$ cat config.mk
export PLATFORM = sky130hd
export DESIGN_NAME = rv32i_regbank_ctrl
export DESIGN_NICKNAME = d
export VERILOG_FILES = /design/src/rtl/rv32i_regbank_pkg.sv /design/src/rtl/rv32i_wb_arbiter.sv /design/src/rtl/rv32i_regbank_ctrl.sv
export SDC_FILE = /design/constraint.sdc
export NUM_CORES = 1
export LEC_CHECK = 0
export ABC_AREA = 1
export CAP_MARGIN = 5
export CORE_UTILIZATION = 45
export CTS_CLUSTER_DIAMETER = 80
export DETAILED_ROUTE_END_ITERATION = 16
export PLACE_DENSITY = 0.82
export SYNTH_ARGS = -nofsm -noshare
export SYNTH_HDL_FRONTEND = slang
export SYNTH_HIERARCHICAL = 1
export SYNTH_SLANG_ARGS = --single-unit
export TNS_END_PERCENT = 30
$ cat constraint.sdc
create_clock -name clk -period 8.4 [get_ports clk]
set_clock_uncertainty 0.1 [all_clocks]
set_input_delay 1.68 -clock clk [delete_from_list [all_inputs] [get_ports clk]]
set_output_delay 1.68 -clock clk [all_outputs]
set_load 0.03 [all_outputs]
$ cat src/rtl/rv32i_regbank_pkg.sv
// rtl/rv32i_regbank_pkg.sv - shared types and constants for the register bank controller
package rv32i_regbank_pkg;

  localparam int NREGS = 32;

  typedef logic [4:0] regidx_t;
  typedef logic [3:0] bankidx_t;

  typedef enum logic {
    ST_INIT,
    ST_RUN
  } ctrl_state_t;

  localparam regidx_t X0 = 5'd0;

endpackage

$ cat src/rtl/rv32i_wb_arbiter.sv
// rtl/rv32i_wb_arbiter.sv - round-robin grant of the bank write port between execute and load
module rv32i_wb_arbiter (
  input  logic clk,
  input  logic rst,
  input  logic en_i,
  input  logic ex_valid_i,
  input  logic ex_block_i,
  input  logic ld_valid_i,
  output logic ex_gnt_o,
  output logic ld_gnt_o
);

  logic last_ld_q;
  logic ex_elig;
  logic ld_req;

  // A WAW-blocked execute request is not a contender, so it leaves last_ld untouched.
  always_comb begin
    ex_elig  = en_i && ex_valid_i && !ex_block_i;
    ld_req   = en_i && ld_valid_i;
    ld_gnt_o = ld_req && (!ex_elig || !last_ld_q);
    ex_gnt_o = ex_elig && (!ld_req || last_ld_q);
  end

  always_ff @(posedge clk or posedge rst) begin
    if (rst) begin
      last_ld_q <= 1'b0;
    end else if (ex_elig && ld_req) begin
      last_ld_q <= ld_gnt_o;
    end
  end

endmodule

$ cat src/rtl/rv32i_regbank_ctrl.sv
// rtl/rv32i_regbank_ctrl.sv - clear sweep, write-port scheduling and load scoreboard for the RV32I bank
module rv32i_regbank_ctrl
  import rv32i_regbank_pkg::*;
#(
  parameter int NREGS = rv32i_regbank_pkg::NREGS
) (
  input  logic        clk,
  input  logic        rst,
  input  logic        ex_valid_i,
  input  regidx_t     ex_rd_i,
  input  logic [31:0] ex_data_i,
  output logic        ex_ready_o,
  input  logic        ld_valid_i,
  input  regidx_t     ld_rd_i,
  input  logic [31:0] ld_data_i,
  output logic        ld_ready_o,
  input  logic        ld_issue_i,
  input  regidx_t     ld_issue_rd_i,
  input  regidx_t     id_rs1_i,
  input  regidx_t     id_rs2_i,
  input  regidx_t     id_rd_i,
  input  logic        id_rd_valid_i,
  output logic        id_stall_o,
  output logic        init_done_o,
  output logic        rf_wen_o,
  output logic        rf_is_upper_o,
  output bankidx_t    rf_rd_16_o,
  output logic [31:0] rf_din_o,
  output bankidx_t    rf_rs1_16_o,
  output bankidx_t    rf_rs2_16_o
);

  ctrl_state_t      state_q;
  regidx_t          clr_idx_q;
  logic             init_done_q;
  logic [NREGS-1:0] pending_q;
  logic [NREGS-1:0] pending_d;
  logic             run;
  logic             ex_gnt;
  logic             ld_gnt;
  regidx_t          wb_rd;
  logic [31:0]      wb_data;

  assign run = (state_q == ST_RUN);

  rv32i_wb_arbiter u_arb (
    .clk        (clk),
    .rst        (rst),
    .en_i       (run),
    .ex_valid_i (ex_valid_i),
    .ex_block_i (pending_q[ex_rd_i]),
    .ld_valid_i (ld_valid_i),
    .ex_gnt_o   (ex_gnt),
    .ld_gnt_o   (ld_gnt)
  );

  always_comb begin
    ex_ready_o  = ex_gnt;
    ld_ready_o  = ld_gnt;
    init_done_o = init_done_q;
    rf_rs1_16_o = id_rs1_i[3:0];
    rf_rs2_16_o = id_rs2_i[3:0];
    wb_rd       = ld_gnt ? ld_rd_i : ex_rd_i;
    wb_data     = ld_gnt ? ld_data_i : ex_data_i;
    if (run) begin
      rf_wen_o      = (ex_gnt || ld_gnt) && (wb_rd != X0);
      rf_is_upper_o = wb_rd[4];
      rf_rd_16_o    = wb_rd[3:0];
      rf_din_o      = wb_data;
      id_stall_o    = pending_q[id_rs1_i] || pending_q[id_rs2_i] ||
                      (id_rd_valid_i && pending_q[id_rd_i]);
    end else begin
      rf_wen_o      = 1'b1;
      rf_is_upper_o = clr_idx_q[4];
      rf_rd_16_o    = clr_idx_q[3:0];
      rf_din_o      = 32'd0;
      id_stall_o    = 1'b1;
    end
  end

  // Clear is applied before set so an issue and a writeback to the same register leave it pending.
  always_comb begin
    pending_d = pending_q;
    if (ld_gnt) begin
      pending_d[ld_rd_i] = 1'b0;
    end
    if (run && ld_issue_i && (ld_issue_rd_i != X0)) begin
      pending_d[ld_issue_rd_i] = 1'b1;
    end
    pending_d[0] = 1'b0;
  end

  always_ff @(posedge clk or posedge rst) begin
    if (rst) begin
      state_q     <= ST_INIT;
      clr_idx_q   <= 5'd1;
      init_done_q <= 1'b0;
      pending_q   <= '0;
    end else begin
      pending_q <= pending_d;
      case (state_q)
        ST_INIT: begin
          clr_idx_q <= clr_idx_q + 5'd1;
          if (clr_idx_q == 5'd31) begin
            state_q     <= ST_RUN;
            init_done_q <= 1'b1;
          end
        end
        default: begin
          state_q <= ST_RUN;
        end
      endcase
    end
  end

endmodule

==> results.toml <==
[worst_setup_path]
critical_path.top_delay_family = "buffers and inverters"
path_cells = "clkdlybuf4s50_1 > inv_2 > o21ai_0 > a21oi_1 > o21ai_1 > nand3_1 > nand2_1 > nand2_1 > nand2_1 > nor2_4 > nand2_1 > nand2_1 > inv_1 > buf_4 > inv_1 > nor2_1 > nor2_1 > clkdlybuf4s50_1"
startpoint_type = "input port"
slowest_stage = "inv_1"
required_ns = 6.62
arrival_ns = 5.38
startpoint = "ex_rd_i[0]"
cpPeakStageDelay_ns = 0.73
r2r_start = "pending_q[5]$_DFF_PP0_"
worstPathMaxFanout = 49
endpoint_kind = "primary output"
path_buf_inv = 6
critPathMostFrequentCell = "nand2_1"
critPathKind = "input port to primary output"

[clock_tree]
post_cts_buffers = 0
ctsResizeCount = 0
cts_buffer_depth = 2
cts.sinks = 39
hold_buffers = 0
cts-root-buf = "clkbuf_8"
cts_tree = "built"
numCtsBuffers = 5
clock_latency_ns = 0.29
clk_pin_slew_ns = 0.07
htreeDepth = 2

[logic_synthesis]
yosysSeqAreaShare = 0.2641
netlist_instances = 629
synth_top_cells_by_area = "dfrtp_1 (26%), nand2_1 (15%), o21ai_0 (13%)"
yosysTopAreaCellShare = 0.2570
yosys_warnings = 6
async_reset_ff_frac = 1.000
synth-seq-cells = 39
synth_top_cell_by_area = "dfrtp_1"
synth_nets = 731
synth_common_cells = "nand2_1 (143), o21ai_0 (96), nand3_1 (90), inv_1 (72), nor2_1 (70)"
syn_area_sq_um = 3700
synth_edf_count = 0
netlist-cell-type-count = 30
yosysMostFrequentCell = "nand2_1"
synth.avg_cell_area_sq_um = 5.882
ys.flop_type = "dfrtp_1"

[floorplanning]
io_pins = 150
start_util = 0.4715
rows = 32
die-area_sq_um = 8589
die_y_um = 92.68
die_x_um = 92.68
core_area_sq_um = 7848

[placement]
dp_hpwl_um = 10120
numPortBuffers = 149
place_inst = 848
gp_congestion = 0.9244
dpl_cell_area_sq_um = 5111

[timing]
tightestPinTransition_ns = 0.9379
maxSlewHeadroom = 0.3740
slew_violations = 0
rsz0062_at_grt = "no"
setup_viol = 0
hold_viol = 0
fin_crit_sh = 0.8522
setup-tns-final_ns = 0
fmax_mhz = 139.7
fin_crit_ns = 7.158

[global_route]
antenna_found_initial = 0
grt_pass1_vias = 4272
grt_start_max_net_pins = 50
gr-usage-all-layers = 0.3081
grt_first_pass_wirelength_um = 21050
grt-ovfl-total = 0

[power_and_ir_drop]
power_leakage_nw = 2.386
seq_power_share = 0.335
ir_drop_uv = 140.6
powerDensity_nw_per_um2 = 132.8
internal_power_mw = 0.4061
clkPwrFrac = 0.180
p_switching_mw = 0.2837
p_comb_frac = 0.485
sw_frac_of_total = 0.4113

[finish]
syn_to_final_growth_pct = 40.41
nets = 855
antenna_cells = 0
stdcell_count = 856
drive_gt1_frac = 0.02785
fin_area_sq_um = 5195

[detailed_routing]
routed_wl_um = 12940
first_pass_iters = 5
antenna_left = 0
route.detailed.drc = 0
num_vias = 4654
avgRoutedWirePerCell_um = 15.12
drt_iter0_markers = 266
vias_per_cell = 5.437

[worst_hold_path]
hold_class = "flop to flop"
min_from = "init_done_o$_DFFE_PP0P_"

[job]
cap_violations = 0

[run_status]
outcome = "complete, no violations"
==> logic make-up after synthesis <==
| family | count (synthesis) | share of synthesized area |
|---|---|---|
| adder cells (fa/ha/maj) | 2 | 0.006763 |
| AO/OA/AOI/OAI | 154 | 0.2164 |
| AND/OR/NAND/NOR | 318 | 0.3629 |
| XOR/XNOR | 3 | 0.007103 |
| flip-flops | 39 | 0.2641 |
| buffers and inverters | 113 | 0.1427 |
==> sequential cells by signal (all words and copies together), names as in the netlist <==
signal           flops
init_done_o          1
run                  1
u_arb/last_ld_q      1
clr_idx_q            5
pending_q           31
==> through the flow <==
step,total power [mW],util,hold WS [ns],setup WS (ns)
after floorplan,0.4255,-,0.3743,2.688
after global placement,0.5584,0.6513,0.3463,1.317
after detailed placement,0.5648,0.6513,0.3630,1.278
after CTS,0.6876,0.6620,0.3839,1.267
after global routing,0.7327,0.6620,0.3890,0.8396
final,0.6899,0.6620,0.3760,1.242
==> area by class of cell <==
cell class	instances	area, sq um
Fill cell	758	2653
Timing Repair Buffer	152	1514
Multi-Input combinational cell	477	2195
Tap cell	102	127.6
Clock inverter	1	7.507
Inverter	78	297.8
Clock buffer	7	76.32
Sequential cell	39	977.2
==> path summary, 6_finish.rpt <==
kind,to,cells after the start,slack [ns]
max in group asynchronous,clr_idx_q[0]$_DFFE_PP1N_,3,6.11
hold / removal,init_done_o$_DFFE_PP0P_,1,0.38
setup / recovery,rf_din_o[31],18,1.24
setup reg to reg,pending_q[25]$_DFF_PP0_,16,5.71
hold reg to reg,init_done_o$_DFFE_PP0P_,1,0.38
min in group asynchronous,u_arb/last_ld_q$_DFFE_PP0P_,2,1.45
==> power groups by stage <==
stage / Combinational (mW) / Sequential (mW) / Clock [mW]
2_1_floorplan: 0.202 / 0.224 / 0
3_3_place_gp: 0.326 / 0.232 / 0
3_5_place_dp: 0.331 / 0.234 / 0
4_1_cts: 0.333 / 0.230 / 0.125
5_1_grt: 0.366 / 0.234 / 0.133
6_report: 0.334 / 0.231 / 0.124
==> metal layers <==
metal	up-vias	share of wire	GRT usage	wire, um
met3	29	0.064	0.03859	827
met5	-	0	0	0
li1	2309	-	-	-
met2	192	0.48	0.5074	6198
met1	2124	0.43	0.4110	5581
met4	0	0.026	0.1205	333
==> placed cells by master (no fill, tap or decap), drive strengths merged, types with 3 or more instances in the layout <==
master	synthesis	layout
nor3	8	8
inv	78	78
o21ai	127	127
nor2	72	72
o211ai	8	8
a21oi	16	16
clkdlybuf4s50	0	149
clkbuf	7	7
dfrtp	38	38
nand2	143	143
buf	28	3
nand3	91	91
(Power assumes the default switching activity.)
